### config.mk
export PLATFORM = sky130hd
export DESIGN_NAME = axi_uart_lite_rx
export DESIGN_NICKNAME = d
export VERILOG_FILES = /design/src/rtl/axi_uart_lite_rx_pkg.sv /design/src/rtl/axi_uart_lite_rx_core.sv /design/src/rtl/axi_uart_lite_rx.sv
export SDC_FILE = /design/constraint.sdc
export NUM_CORES = 1
export LEC_CHECK = 0
export CORE_ASPECT_RATIO = 0.6
export CORE_MARGIN = 2
export CORE_UTILIZATION = 51
export CTS_CLUSTER_DIAMETER = 80
export DETAILED_ROUTE_END_ITERATION = 8
export MAX_ROUTING_LAYER = met4
export PLACE_DENSITY = 0.9
export SYNTH_ARGS = -nofsm -noshare
export SYNTH_HDL_FRONTEND = slang
export SYNTH_HIERARCHICAL = 1
export SYNTH_SLANG_ARGS = --single-unit
### constraint.sdc
create_clock -name CLK -period 3.85 [get_ports CLK]
set_clock_uncertainty 0.05 [all_clocks]
set_input_delay 0.9625 -clock CLK [delete_from_list [all_inputs] [get_ports CLK]]
set_output_delay 0.9625 -clock CLK [all_outputs]
set_load 0.1 [all_outputs]
### src/rtl/axi_uart_lite_rx_pkg.sv
// uart_lite_pkg: shared constants for the UART-Lite RX slave.
//   - register offsets (decoded on addr[3:2])
//   - STAT bit positions and CTRL FIFO-reset bit
//   - RX deserializer FSM states
package uart_lite_pkg;

  localparam logic [3:0] ADDR_RX   = 4'h0;
  localparam logic [3:0] ADDR_TX   = 4'h4;
  localparam logic [3:0] ADDR_STAT = 4'h8;
  localparam logic [3:0] ADDR_CTRL = 4'hC;

  localparam int STAT_RX_VALID  = 0;
  localparam int STAT_RX_FULL   = 1;
  localparam int STAT_TX_EMPTY  = 2;
  localparam int STAT_OVERRUN   = 5;
  localparam int STAT_FRAME_ERR = 6;

  localparam int CTRL_RST_RX = 1;

  localparam logic [1:0] RESP_OKAY = 2'b00;

  typedef enum logic [1:0] {
    RX_IDLE  = 2'd0,
    RX_START = 2'd1,
    RX_DATA  = 2'd2,
    RX_STOP  = 2'd3
  } rx_state_t;

  // Register select from a byte address: only addr[3:2] matters.
  function automatic logic [1:0] reg_sel(input logic [3:0] offs);
    return offs[3:2];
  endfunction

endpackage

### src/rtl/axi_uart_lite_rx_core.sv
// uart_rx_core: 8N1 serial deserializer.
//   clk, rst      : system clock, async active-high reset
//   rxd           : raw serial input (idle high, asynchronous)
//   data          : received byte, meaningful while valid pulses
//   valid         : one-cycle strobe, good stop bit seen
//   frame_err     : one-cycle strobe, stop bit sampled low
module uart_rx_core
  import uart_lite_pkg::*;
#(
  parameter int CLK_PER_BIT = 868
) (
  input  logic       clk,
  input  logic       rst,
  input  logic       rxd,
  output logic [7:0] data,
  output logic       valid,
  output logic       frame_err
);

  localparam int CW = $clog2(CLK_PER_BIT);
  localparam logic [CW-1:0] CNT_FULL = CW'(CLK_PER_BIT - 1);
  localparam logic [CW-1:0] CNT_HALF = CW'(CLK_PER_BIT / 2 - 1);

  logic          sync1, sync2, prev;
  rx_state_t     state, next_state;
  logic [CW-1:0] cnt;
  logic [2:0]    bit_idx;
  logic [7:0]    shreg;
  logic          tick, fall;

  assign tick = (cnt == '0);
  // Edge rather than level, so a line left low by a bad stop bit
  // does not immediately retrigger a new frame.
  assign fall = prev & ~sync2;
  assign data = shreg;

  always_ff @(posedge clk or posedge rst) begin
    if (rst) begin
      sync1 <= 1'b1;
      sync2 <= 1'b1;
      prev  <= 1'b1;
    end else begin
      sync1 <= rxd;
      sync2 <= sync1;
      prev  <= sync2;
    end
  end

  always_ff @(posedge clk or posedge rst) begin
    if (rst) state <= RX_IDLE;
    else     state <= next_state;
  end

  always_comb begin
    next_state = state;
    valid      = 1'b0;
    frame_err  = 1'b0;
    case (state)
      RX_IDLE:  if (fall) next_state = RX_START;
      RX_START: if (tick) next_state = sync2 ? RX_IDLE : RX_DATA;
      RX_DATA:  if (tick && bit_idx == 3'd7) next_state = RX_STOP;
      RX_STOP: begin
        if (tick) begin
          next_state = RX_IDLE;
          valid      = sync2;
          frame_err  = ~sync2;
        end
      end
      default:  next_state = RX_IDLE;
    endcase
  end

  // Baud counter, bit index and shift register
  always_ff @(posedge clk or posedge rst) begin
    if (rst) begin
      cnt     <= '0;
      bit_idx <= '0;
      shreg   <= '0;
    end else begin
      case (state)
        RX_IDLE: begin
          bit_idx <= '0;
          if (fall) cnt <= CNT_HALF;
        end
        RX_DATA: begin
          if (tick) begin
            cnt     <= CNT_FULL;
            shreg   <= {sync2, shreg[7:1]};
            bit_idx <= bit_idx + 3'd1;
          end else begin
            cnt <= cnt - 1'b1;
          end
        end
        default: begin
          if (tick) cnt <= CNT_FULL;
          else      cnt <= cnt - 1'b1;
        end
      endcase
    end
  end

endmodule

### src/rtl/axi_uart_lite_rx.sv
// axi_uart_lite_rx: AXI4-Lite slave, UART-Lite register map, RX only.
//   CLK, RST          : clock, async active-high reset
//   RXD               : serial input
//   S_AXI_AW*/W*/B*   : write path; only CTRL bit1 (FIFO clear) acts
//   S_AXI_AR*/R*      : read path; RX pops the FIFO, STAT clears stickies
// Parameters: CLK_PER_BIT (>=4), FIFO_DEPTH (power of two).
module axi_uart_lite_rx
  import uart_lite_pkg::*;
#(
  parameter int CLK_PER_BIT = 868,
  parameter int FIFO_DEPTH  = 16
) (
  input  logic        CLK,
  input  logic        RST,
  input  logic        RXD,
  input  logic [31:0] S_AXI_AWADDR,
  input  logic [2:0]  S_AXI_AWPROT,
  input  logic        S_AXI_AWVALID,
  output logic        S_AXI_AWREADY,
  input  logic [31:0] S_AXI_WDATA,
  input  logic [3:0]  S_AXI_WSTRB,
  input  logic        S_AXI_WVALID,
  output logic        S_AXI_WREADY,
  output logic [1:0]  S_AXI_BRESP,
  output logic        S_AXI_BVALID,
  input  logic        S_AXI_BREADY,
  input  logic [31:0] S_AXI_ARADDR,
  input  logic [2:0]  S_AXI_ARPROT,
  input  logic        S_AXI_ARVALID,
  output logic        S_AXI_ARREADY,
  output logic [31:0] S_AXI_RDATA,
  output logic [1:0]  S_AXI_RRESP,
  output logic        S_AXI_RVALID,
  input  logic        S_AXI_RREADY
);

  localparam int PW = $clog2(FIFO_DEPTH);

  logic [7:0]  rx_data;
  logic        rx_valid, rx_ferr;

  uart_rx_core #(.CLK_PER_BIT(CLK_PER_BIT)) u_core (
    .clk       (CLK),
    .rst       (RST),
    .rxd       (RXD),
    .data      (rx_data),
    .valid     (rx_valid),
    .frame_err (rx_ferr)
  );

  // FIFO: pointers carry one extra wrap bit to tell full from empty
  logic [7:0]  mem [FIFO_DEPTH];
  logic [PW:0] wr_ptr, rd_ptr;
  logic        empty, full;

  assign empty = (wr_ptr == rd_ptr);
  assign full  = (wr_ptr[PW] != rd_ptr[PW]) && (wr_ptr[PW-1:0] == rd_ptr[PW-1:0]);

  logic        ar_hs, aw_hs, pop, push, clr, stat_rd, ovr_set;
  logic        ovr, ferr;
  logic [1:0]  rsel, wsel;
  logic [7:0]  stat;

  assign rsel = S_AXI_ARADDR[3:2];
  assign wsel = S_AXI_AWADDR[3:2];

  // Ready lines are held low during reset, then follow the handshake rules
  assign S_AXI_ARREADY = ~S_AXI_RVALID & ~RST;
  assign aw_hs         = S_AXI_AWVALID & S_AXI_WVALID & ~S_AXI_BVALID & ~RST;
  assign S_AXI_AWREADY = aw_hs;
  assign S_AXI_WREADY  = aw_hs;
  assign ar_hs         = S_AXI_ARVALID & S_AXI_ARREADY;

  assign S_AXI_RRESP = RESP_OKAY;
  assign S_AXI_BRESP = RESP_OKAY;

  assign pop     = ar_hs && rsel == reg_sel(ADDR_RX) && !empty;
  assign stat_rd = ar_hs && rsel == reg_sel(ADDR_STAT);
  assign clr     = aw_hs && wsel == reg_sel(ADDR_CTRL) && S_AXI_WDATA[CTRL_RST_RX];
  // A simultaneous pop frees a slot, so a full FIFO still accepts the byte
  assign push    = rx_valid && (!full || pop) && !clr;
  assign ovr_set = rx_valid && full && !pop && !clr;

  always_comb begin
    stat                 = '0;
    stat[STAT_RX_VALID]  = ~empty;
    stat[STAT_RX_FULL]   = full;
    stat[STAT_TX_EMPTY]  = 1'b1;
    stat[STAT_OVERRUN]   = ovr;
    stat[STAT_FRAME_ERR] = ferr;
  end

  always_ff @(posedge CLK) begin
    if (push) mem[wr_ptr[PW-1:0]] <= rx_data;
  end

  always_ff @(posedge CLK or posedge RST) begin
    if (RST) begin
      wr_ptr <= '0;
      rd_ptr <= '0;
    end else if (clr) begin
      wr_ptr <= '0;
      rd_ptr <= '0;
    end else begin
      if (push) wr_ptr <= wr_ptr + 1'b1;
      if (pop)  rd_ptr <= rd_ptr + 1'b1;
    end
  end

  // Sticky flags: a set in the same cycle as a STAT read survives
  always_ff @(posedge CLK or posedge RST) begin
    if (RST) begin
      ovr  <= 1'b0;
      ferr <= 1'b0;
    end else begin
      if (ovr_set)      ovr <= 1'b1;
      else if (stat_rd) ovr <= 1'b0;
      if (rx_ferr)      ferr <= 1'b1;
      else if (stat_rd) ferr <= 1'b0;
    end
  end

  always_ff @(posedge CLK or posedge RST) begin
    if (RST) begin
      S_AXI_RVALID <= 1'b0;
      S_AXI_RDATA  <= '0;
    end else begin
      if (ar_hs) begin
        S_AXI_RVALID <= 1'b1;
        case (rsel)
          reg_sel(ADDR_RX):   S_AXI_RDATA <= empty ? 32'h0 : {24'h0, mem[rd_ptr[PW-1:0]]};
          reg_sel(ADDR_STAT): S_AXI_RDATA <= {24'h0, stat};
          default:            S_AXI_RDATA <= 32'h0;
        endcase
      end else if (S_AXI_RREADY) begin
        S_AXI_RVALID <= 1'b0;
      end
    end
  end

  always_ff @(posedge CLK or posedge RST) begin
    if (RST)               S_AXI_BVALID <= 1'b0;
    else if (aw_hs)        S_AXI_BVALID <= 1'b1;
    else if (S_AXI_BREADY) S_AXI_BVALID <= 1'b0;
  end

  // Inputs with no function in an RX-only slave
  logic unused;
  assign unused = ^{S_AXI_AWPROT, S_AXI_ARPROT, S_AXI_WSTRB, S_AXI_AWADDR[31:4],
                    S_AXI_AWADDR[1:0], S_AXI_ARADDR[31:4], S_AXI_ARADDR[1:0],
                    S_AXI_WDATA[31:2], S_AXI_WDATA[0]};

endmodule

# Yosys cells after proc, flatten, opt, wreduce, memory -nomap -nowiden
# Memories as Yosys holds them, arrays and structs flattened.
# Index checks and enable logic that the tools add are counted.
[op_classes] n_reduce_logical=30 bitwise=11 eq_ne=14 mux=30 addsub=4
[ops] operator="$mux 10" n=3
[ops] operator="$mux 5" n=4
[ops] operator="$pmux 8 s2" n=1
[ops] operator="$reduce_bool 2->1" n=7
[ops] operator="$mux 1" n=13
[ops] operator="$logic_and 1x1->1" n=12
[ops] operator="$add 5x1->5 const B" n=2
[ops] operator="$logic_not 10->1" n=1
[ops] operator="$mux 2" n=5
[ops] operator="$ne 2x1->1 const B" n=5
[ops] operator="$sub 10x1->10 const B" n=1
[ops] operator="$eq 2x2->1 const B" n=4
[ops] operator="$mux 8" n=1
[ops] operator="$pmux 2 s4" n=1
[ops] operator="$and 1x1->1" n=6
[ops] operator="$pmux 3 s2" n=1
[ops] operator="$eq 5x5->1" n=1
[ops] operator="$not 1->1" n=5
[ops] operator="$eq 4x4->1" n=1
[ops] operator="$logic_not 1->1" n=4
[ops] operator="$logic_not 2->1" n=2
[ops] operator="$reduce_and 2->1" n=2
[ops] operator="$reduce_and 4->1" n=1
[ops] operator="$add 3x1->3 const B" n=1
[ops] operator="5 further kinds" n=5
[totals] mem_bits_rw=128 inputBits=114 ff_bits=72 word_cells=104 memories=1 output_inout_bits=41
[mem_list] memory="mem" words=16 width=8 read_ports=1 rd_ports_with_merged_regs=0 write_ports=1 line_no="axi_uart_lite_rx.sv:52" rtl="logic [7:0] mem [FIFO_DEPTH];"

# Depth between registers and ports, before layout
# Gate-level depths: netlist (run 1).
[depth] depth_word=10 ltp_mapped=12 ltp_nobuf=10

# By module
# Netlist (run 1), hierarchy kept.
[by_module_without_submodules] mod="axi_uart_lite_rx" seq_area_each_um2=4394.2 cells_per_inst=367 area_per_inst_um2=6341.1 instances=1
[by_module_without_submodules] mod="uart_rx_core" seq_area_each_um2=654.4 cells_per_inst=115 area_per_inst_um2=1265.0 instances=1

# Worst setup path before layout (run 1)
# Ideal clock, no wire load.
[synth_path] path_kind="in2out" from="input S_AXI_AWVALID" to="output S_AXI_WREADY" path_buffers=1 setup_slack_ps=-949 stages=3 arrival_ps=3786 required_time_ps=2838 path_cell_list="nand2_1 nor3_1 buf_4"
[synth_between] elab_chain_len=3
[synth_lines] item="from (decl)" line_no="axi_uart_lite_rx.sv:18" rtl="input logic S_AXI_AWVALID,"
[synth_lines] item="$and 1x1->1 (3 in series)" line_no="axi_uart_lite_rx.sv:69" rtl="assign aw_hs = S_AXI_AWVALID & S_AXI_WVALID & ~S_AXI_BVALID & ~RST;"
[synth_lines] item="to (decl)" line_no="axi_uart_lite_rx.sv:23" rtl="output logic S_AXI_WREADY,"
# No other way between the ends.

# Worst setup path in the final report (run 1)
[layout_path] from="register u_core.cnt[0]" to="memory mem[2][7] (enable)"
[layout_between] elab_chain_len=7
[layout_lines] item="from (decl)" line_no="axi_uart_lite_rx_core.sv:26" rtl="logic [CW-1:0] cnt;"
[layout_lines] item="from (signal assigned)" line_no="axi_uart_lite_rx_core.sv:91" rtl="cnt <= cnt - 1'b1;"
[layout_lines] item="from (signal assigned)" line_no="axi_uart_lite_rx_core.sv:96" rtl="else cnt <= cnt - 1'b1;"
[layout_lines] item="$logic_not 10->1" line_no="axi_uart_lite_rx_core.sv:31" rtl="assign tick = (cnt == '0);"
[layout_lines] item="$mux 1" line_no="axi_uart_lite_rx_core.sv:63" rtl="if (tick) begin"
[layout_lines] item="$mux 1" line_no="axi_uart_lite_rx_core.sv:58" rtl="case (state)"
[layout_lines] item="via rx_valid" line_no="axi_uart_lite_rx.sv:40" rtl="logic rx_valid, rx_ferr;"
[layout_lines] item="$logic_and 1x1->1 (2 in series)" line_no="axi_uart_lite_rx.sv:81" rtl="assign push = rx_valid && (!full || pop) && !clr;"
[layout_lines] item="$mux 1" line_no="axi_uart_lite_rx.sv:94" rtl="if (push) mem[wr_ptr[PW-1:0]] <= rx_data;"
[layout_lines] item="$mux 1 (implied by the code)" line_no="axi_uart_lite_rx.sv:94"
[layout_lines] item="to (decl)" line_no="axi_uart_lite_rx.sv:52"
# The timed path passes the listed nets, and every way through them passes these cells.

==> run metrics, run 1 <==
buffers added on ports=25; synth warn=6; Clock Latency Late Sink=0.43 ns; Starting Density=0.523; final wirelength=15800 microns; antenna violations before repair=0; first-pass GRT wire length=24500 microns; CP Launch Type=flop; CP Cell Sequence=inv_1, ha_1, or4b_4, nor3_4, nand3_1, nor2_1, inv_1, a31o_1, nor4_2, and2_1; Fmax=0.285 GHz; Synth Cell Area=7610 sq um; post-synthesis xor/xnor area fraction=0.0127; nets=657; DP HPWL=10700 microns; reg2reg setup slack=0.34 ns; cell count after synthesis=482; clock sinks=176; simple-gate share of the synthesized area=0.0768; Synth Area in Compound Gates=0.0470; Critical Path Sink Type=flop; Worst slew margin=0.306; endpoints failing hold=0; Die Wd=162 microns; RSZ-0062 raised after global routing=false; Area Overhead vs Synth=14.8%; cts bufs inserted=17; final worst path period need=3.51 ns; 1st-pass router iterations=5; via count=4260; dpl cell area=8180 sq um; CP arrival=3.52 ns; residual DRC count=0; largest net degree at the start of global routing=33; DR WL/cell=21.2 microns; Seq cells post-synth=176; antenna-violating nets left=0; Main synth FF type=edfxtp_1; peak supply drop=0.457 mV; gr ovfl total=0; Area contributors post-synth=edfxtp_1 (51%), dfrtp_1 (15%), mux4_2 (9.5%); RD Place Congestion=0.827; CTS tree=built; CTS max path bufs=2; Pleak=3.11 nW; placed cell count=714; Setup Viol. Count Final=0; area of the core=14500 sq um; post-route core utilization=0.600; pre-CTS setup slack=0.113 ns; # Post-CTS Setup Buffers=0; GRT Util Overall=0.218; I/O pin count=155; mux contribution to synthesized area=0.137; clock slew at reported path FFs=0.07 ns; Seq/Total Area, Yosys=0.664; Cell variety after synth=55; CTS Root Cell=clkbuf_16; worst slew pin tran=1.03 ns; PwrDens=591 nW/um^2; largest family of logic cells by synthesized area=multiplexers; Initial DRC Count=510; final worst-path cycle share=0.912; Syn Area/Cell=15.8 sq um; Post-Route Setup TNS=0 ns; max-slew violation count=0; status=finished, final reports clean; top post-synthesis cells by count=edfxtp_1 (128), dfrtp_1 (45), mux4_2 (32), buf_4 (29); H-tree depth=4; Post-synth EDFFs=128; Layout Cells excl Fill=746; Worst Hold Class=flop to flop; Crit Path Class=flop to flop; Max Fanout on Critical Path=9; Hold-fix buffers, CTS=0; Critical Path Slowest Stage Cell=or4b_4; CP peak stage delay=0.57 ns; CP required=3.86 ns; drt via density=5.71; Rows=34; DIE HEIGHT=98.6 microns; number of global-route vias before repair=4217; Post-Synth Adder-Cell Area=0.0132; fraction of layout cells with a size suffix above 1=0.239; area share of the largest cell type after synthesis=0.505; # Max-Cap Violations=0; top cell type by total area after synthesis=edfxtp_1; setup ws final=0.337 ns; Worst path most repeated cell=inv_1; post-cts sizing count=0; top-count cell post-synth=edfxtp_1; Die Area=15900 sq um; Async SR Flop Fraction=0.273; diode count=0; post-route cell area=8730 sq um
## registers in the layout, summed over array words and instances, names as in the netlist, 3 cells and up, named ones only
signal	flops
u_core/data	8
mem	128
wr_ptr	5
u_core/bit_idx	3
rd_ptr	5
u_core/cnt	10
S_AXI_RDATA	8
## cells in the final DEF, fill, tap and decap left out, types with 3 or more instances in the layout
cell / instances
mux2_4: 5
nor2_1: 27
edfxtp_1: 128
a311oi_1: 3
o21ai_0: 25
ha_1: 8
clkbuf_16: 17
nand3_1: 5
or3_1: 4
and2_1: 16
dfstp_2: 3
o211ai_1: 4
inv_1: 12
buf_4: 31
xor2_1: 4
dfrtp_1: 44
mux4_2: 32
mux2i_1: 12
nand2_1: 27
mux2_2: 11
buf_12: 5
xnor2_1: 7
clkdlybuf4s50_1: 22
nor3_1: 5
conb_1: 28
a21oi_1: 11
clkinv_4: 3
inv_6: 7
## cell families (layout without fill, tap and decap cells)
family,after synthesis,in the layout
AOI/OAI and AO/OA,58,58
xor gates and xnor gates,11,11
adders and majority gates,8,8
buffers and inverters,63,102
DFF,176,176
muxes,60,60
other,1,28
and+or+nand+nor,105,105
## power by group
group	internal, mW	total [mW]	switching, mW	leakage, nW
logic	0.511	1.30	0.794	1.12
registers	2.11	2.26	0.143	1.73
clock network	0.844	1.60	0.756	0.264
## worst max-delay path, delay by kind of cell, from the launching register on
| family | cells | cell delay, ns |
|---|---|---|
| compound gates | 1 | 0.32 |
| fa+ha+maj | 1 | 0.23 |
| buf+inv | 2 | 0.14 |
| flops | 1 | 0.42 |
| simple gates | 6 | 1.98 |
## layer usage
| metal | track usage | up-vias | wire length (microns) | part of all wire |
|---|---|---|---|---|
| met5 | - | - | 0 | 0 |
| met4 | 0.0626 | 0 | 128 | 0.0081 |
| met3 | 0.0455 | 17 | 1290 | 0.082 |
| met2 | 0.320 | 196 | 7280 | 0.46 |
| met1 | 0.313 | 2167 | 7130 | 0.45 |
| li1 | - | 1880 | - | - |
## cell type report
| class | count | area [sq um] |
|---|---|---|
| clock buffer | 17 | 425 |
| clock inverter | 15 | 124 |
| fill | 1084 | 5820 |
| inverter | 12 | 45.0 |
| multi-input combinational | 270 | 2290 |
| sequential | 176 | 5050 |
| tap | 198 | 248 |
| timing repair buffer | 58 | 553 |
## final timing paths
check	start	end	cells after the start
max	u_core/cnt[0]	mem[2][7]	10
min	u_core/sync1	u_core/sync2	0
max reg2reg	u_core/cnt[0]	mem[2][7]	10
min reg2reg	u_core/sync1	u_core/sync2	0
max in group asynchronous	RST	u_core/sync2	4
min in group asynchronous	RST	S_AXI_RVALID	3
## stage by stage
step	hold WS (ns)	total power, mW
floorplan	0.295	3.31
global placement	0.298	3.52
detailed placement	0.297	3.58
CTS	0.307	5.17
global route	0.310	5.35
finish	0.307	5.16
Note: power is estimated with default switching activity, not from simulation.
==> run 2, diff against run 1 <==
Settings changed: CORE_ASPECT_RATIO 0.6 to 1.1, REMOVE_ABC_BUFFERS set to 1.
==> run 2 against run 1 <==
Net effect: combinational power is 3% higher; via count is 0.99% higher; sequential power is 2% lower; final area is 0.23% lower; first-iteration DRC count is 17% higher; fmax is 0.25% lower; global-route usage is 0.53 points lower; register-to-register slack hardly changed; core utilization hardly changed; cell count is 1.7% lower.
==> run metrics, run 2 (synthesized netlist as in run 1, its figures left out) <==
most frequent cells in the layout=edfxtp_1 (128), dfrtp_1 (44), mux4_2 (32); H-tree depth=4; # Post-CTS Setup Buffers=0; drt via density=5.87; I/O pin count=155; max-slew violation count=0; PwrDens=609 nW/um^2; CP required=3.92 ns; final worst path period need=3.52 ns; CP Launch Type=flop; Rows=46; CP Cell Sequence=inv_1, ha_1, or4b_4, nor3_4, nand3_1, nor2_1, inv_1, a31o_1, buf_4, nor4b_2, and2_1, buf_4; Pleak=3.09 nW; Max Fanout on Critical Path=8; Area Overhead vs Synth=14.6%; Die Wd=120 microns; Worst Hold Class=flop to flop; Critical Path Slowest Stage Cell=or4b_4; cts bufs inserted=17; post-route core utilization=0.601; CP peak stage delay=0.55 ns; Largest register FFs=128; final wirelength=15700 microns; clock slew at reported path FFs=0.06 ns; 1st-pass router iterations=5; peak supply drop=0.296 mV; final worst-path cycle share=0.915; post-cts sizing count=0; CTS Root Cell=clkbuf_16; Initial DRC Count=598; Starting Density=0.524; Clock Latency Late Sink=0.42 ns; DP HPWL=9980 microns; GRT Util Overall=0.212; gr ovfl total=0; fraction of layout cells with a size suffix above 1=0.224; residual DRC count=0; Crit Path Class=flop to flop; CTS tree=built; most common cell after layout, fill and taps aside=edfxtp_1; buffers added on ports=25; antenna-violating nets left=0; first-pass GRT wire length=24200 microns; Hold-fix buffers, CTS=0; largest net degree at the start of global routing=33; diode count=0; Fmax=0.284 GHz; CTS max path bufs=2; post-route cell area=8710 sq um; worst slew pin tran=0.989 ns; DIE HEIGHT=132 microns; Worst slew margin=0.340; Die Area=15900 sq um; DR WL/cell=21.5 microns; Setup Viol. Count Final=0; endpoints failing hold=0; via count=4302; # Max-Cap Violations=0; Critical Path Sink Type=flop; nets=650; area of the core=14500 sq um; CP arrival=3.60 ns; antenna violations before repair=0; dpl cell area=8110 sq um; number of global-route vias before repair=4347; RD Place Congestion=0.902; clock sinks=176; RSZ-0062 raised after global routing=false; status=finished, final reports clean
-- run 2: path summary, 6_finish.rpt --
path / from / to / slack (ns) / cells past startpoint
setup / recovery: u_core/cnt[0] / mem[6][6] / 0.33 / 12
hold reg to reg: u_core/sync1 / u_core/sync2 / 0.31 / 0
setup reg to reg: u_core/cnt[0] / mem[6][6] / 0.33 / 12
hold / removal: u_core/sync1 / u_core/sync2 / 0.31 / 0
max in group asynchronous: RST / u_core/bit_idx[0] / 1.94 / 3
min in group asynchronous: RST / S_AXI_RVALID / 1.12 / 3
-- run 2: worst max-delay path: cells and delay by family (launching register included) --
family | cells | cell delay, ns
AOI/OAI and AO/OA | 1 | 0.21
DFF | 1 | 0.43
adders and majority gates | 1 | 0.20
and+or+nand+nor | 6 | 1.79
buffers and inverters | 4 | 0.52
-- run 2: area by class of cell --
| cell class | instances | area [sq um] |
|---|---|---|
| Tap cell | 192 | 240 |
| Inverter | 12 | 45.0 |
| Sequential cell | 176 | 5050 |
| Clock buffer | 20 | 447 |
| Multi-Input combinational cell | 270 | 2280 |
| Clock inverter | 12 | 160 |
| Timing Repair Buffer | 51 | 488 |
| Fill cell | 1003 | 5790 |
-- run 2: per-stage QoR --
step / instances / hold WS, ns / setup WS [ns] / power (mW) / TNS [ns]
floorplan: 458 / 0.295 / -2.85 / 3.25 / -394.23
finish: 733 / 0.306 / 0.328 / 5.31 / 0
global placement: 701 / 0.296 / 0.246 / 3.52 / 0
CTS: 733 / 0.306 / 0.363 / 5.33 / 0
global route: 733 / 0.315 / 0.146 / 5.50 / 0
detailed placement: 701 / 0.297 / 0.206 / 3.58 / 0
-- run 2: routing by layer --
| metal | up-vias | track usage | share of wire | wire length (microns) |
|---|---|---|---|---|
| li1 | 1855 | - | - | - |
| met3 | 35 | 0.0545 | 0.073 | 1140 |
| met5 | - | - | 0 | 0 |
| met1 | 2191 | 0.255 | 0.39 | 6140 |
| met2 | 221 | 0.339 | 0.51 | 7960 |
| met4 | 0 | 0.0963 | 0.031 | 491 |
-- run 2: where the power goes --
group,total (mW),leakage [nW],internal (mW),switching [mW]
Combinational,1.34,1.08,0.503,0.834
Sequential,2.22,1.73,2.11,0.105
Clock,1.75,0.283,1.04,0.707
==> run 3, diff against run 2 <==
Settings changed: CTS_BUF_LIST set to sky130_fd_sc_hd__clkbuf_16, HOLD_SLACK_MARGIN set to 0.12.
==> run 3 against run 2 <==
Net effect: count of clock-buffer cells in the layout down 3; worst hold slack about the same; largest power group unchanged; core utilization down 0.069 points; die area unchanged; largest cell class unchanged; clock power about the same; first-iteration DRC count down 0.50%.
==> run metrics, run 3 (synthesized netlist as in run 1, its figures left out) <==
status=finished, final reports clean; Hold-fix buffers, CTS=0; # Max-Cap Violations=0; buffers added on ports=25; CTS tree=built; antenna violations before repair=0; endpoints failing hold=0; Die Wd=120 microns; worst r2r dst=mem[6][6]; CP Launch Type=flop; DR WL/cell=21.5 microns; area of the core=14500 sq um; CP arrival=3.59 ns; Fmax=0.285 GHz; Pleak=3.09 nW; post-cts sizing count=0; CP peak stage delay=0.55 ns; Max Fanout on Critical Path=8; antenna-violating nets left=0; PwrDens=607 nW/um^2; Layout Cells excl Fill=733; placed cell count=701; diode count=0; residual DRC count=0; most frequent cells in the layout=edfxtp_1 (128), dfrtp_1 (44), mux4_2 (32); final wirelength=15700 microns; max-slew violation count=0; clock slew at reported path FFs=0.06 ns; dpl cell area=8110 sq um; Tot Pwr=5.28 mW; CP Cell Sequence=inv_1, ha_1, or4b_4, nor3_4, nand3_1, nor2_1, inv_1, a31o_1, buf_4, nor4b_2, and2_1, buf_4; Worst slew margin=0.339; Top Family by Delay on Critical Path=simple AND/OR/NAND/NOR gates; worst slew pin tran=0.990 ns; CTS Root Cell=clkbuf_16; Critical Path Sink Type=flop; reg2reg setup slack=0.34 ns; final worst-path cycle share=0.912; clock sinks=176; Initial DRC Count=595; Worst Hold Class=flop to flop; Hold Path Sink=u_core/sync2; CP required=3.92 ns; gr ovfl total=0; r2r worst-path depth=12; Crit. path cell count=12; # Post-CTS Setup Buffers=0; Critical Path Slowest Stage Cell=or4b_4; H-tree depth=4; number of global-route vias before repair=4347; nets=650; Starting Density=0.524; DIE HEIGHT=132 microns; Die Area=15900 sq um; Hold WS=0.306 ns; GRT Util Overall=0.212; most common cell after layout, fill and taps aside=edfxtp_1; Largest register FFs=128; Setup Viol. Count Final=0; DP HPWL=9980 microns; cts bufs inserted=17; 1st-pass router iterations=5; hold_sp=u_core/sync1; peak supply drop=0.294 mV; first-pass GRT wire length=24200 microns; Hold Path Depth=0; CTS max path bufs=2; post-route core utilization=0.600; fraction of layout cells with a size suffix above 1=0.222; via count=4272; Clock Latency Late Sink=0.42 ns; Rows=46; largest net degree at the start of global routing=33; RD Place Congestion=0.902; final worst path period need=3.51 ns; I/O pin count=155; buffers plus inverters on the worst setup path=4; Crit Path Class=flop to flop; drt via density=5.83; Worst R2R Start=u_core/cnt[0]; Area Overhead vs Synth=14.4%; post-route cell area=8700 sq um; RSZ-0062 raised after global routing=false
run 3: changes by cell type in the layout (fill, tap and decap cells not counted), sizes merged:
| cell | change |
|---|---|
| inv | +2 |
| clkbuf | -3 |
| clkinv | +1 |
run 3: worst max path at each step:
stage                       start          to
floorplan                     RST  mem[12][0]
global placement              RST   mem[8][5]
detailed placement            RST   mem[8][6]
CTS                 u_core/cnt[0]   mem[6][6]
global route        u_core/cnt[0]   mem[6][6]
finish              u_core/cnt[0]   mem[6][6]
run 3: routing by layer:
metal | track usage | wire length (microns)
met1 | 0.255 | 6160
met2 | 0.339 | 8040
met3 | 0.0545 | 1100
met4 | 0.0963 | 436
met5 | - | 0
run 3: where the power goes:
part	switching, mW	internal, mW	total, mW
clock network	0.708	1.02	1.73
registers	0.105	2.11	2.22
logic	0.832	0.503	1.34
total	1.64	3.63	5.28
run 3: metrics by stage:
step | setup TNS [ns] | worst slack (ns)
5_1_grt | 0 | 0.146
2_1_floorplan | -394.23 | -2.85
3_3_place_gp | 0 | 0.246
3_5_place_dp | 0 | 0.206
4_1_cts | 0 | 0.363
6_report | 0 | 0.337
run 3: cell type report:
type                            count  area [sq um]
Sequential cell                   176          5050
Clock inverter                     15           171
Fill cell                        1004          5800
Multi-Input combinational cell    270          2280
Tap cell                          192           240
Timing Repair Buffer               51           488
Clock buffer                       17           425
Inverter                           12          45.0
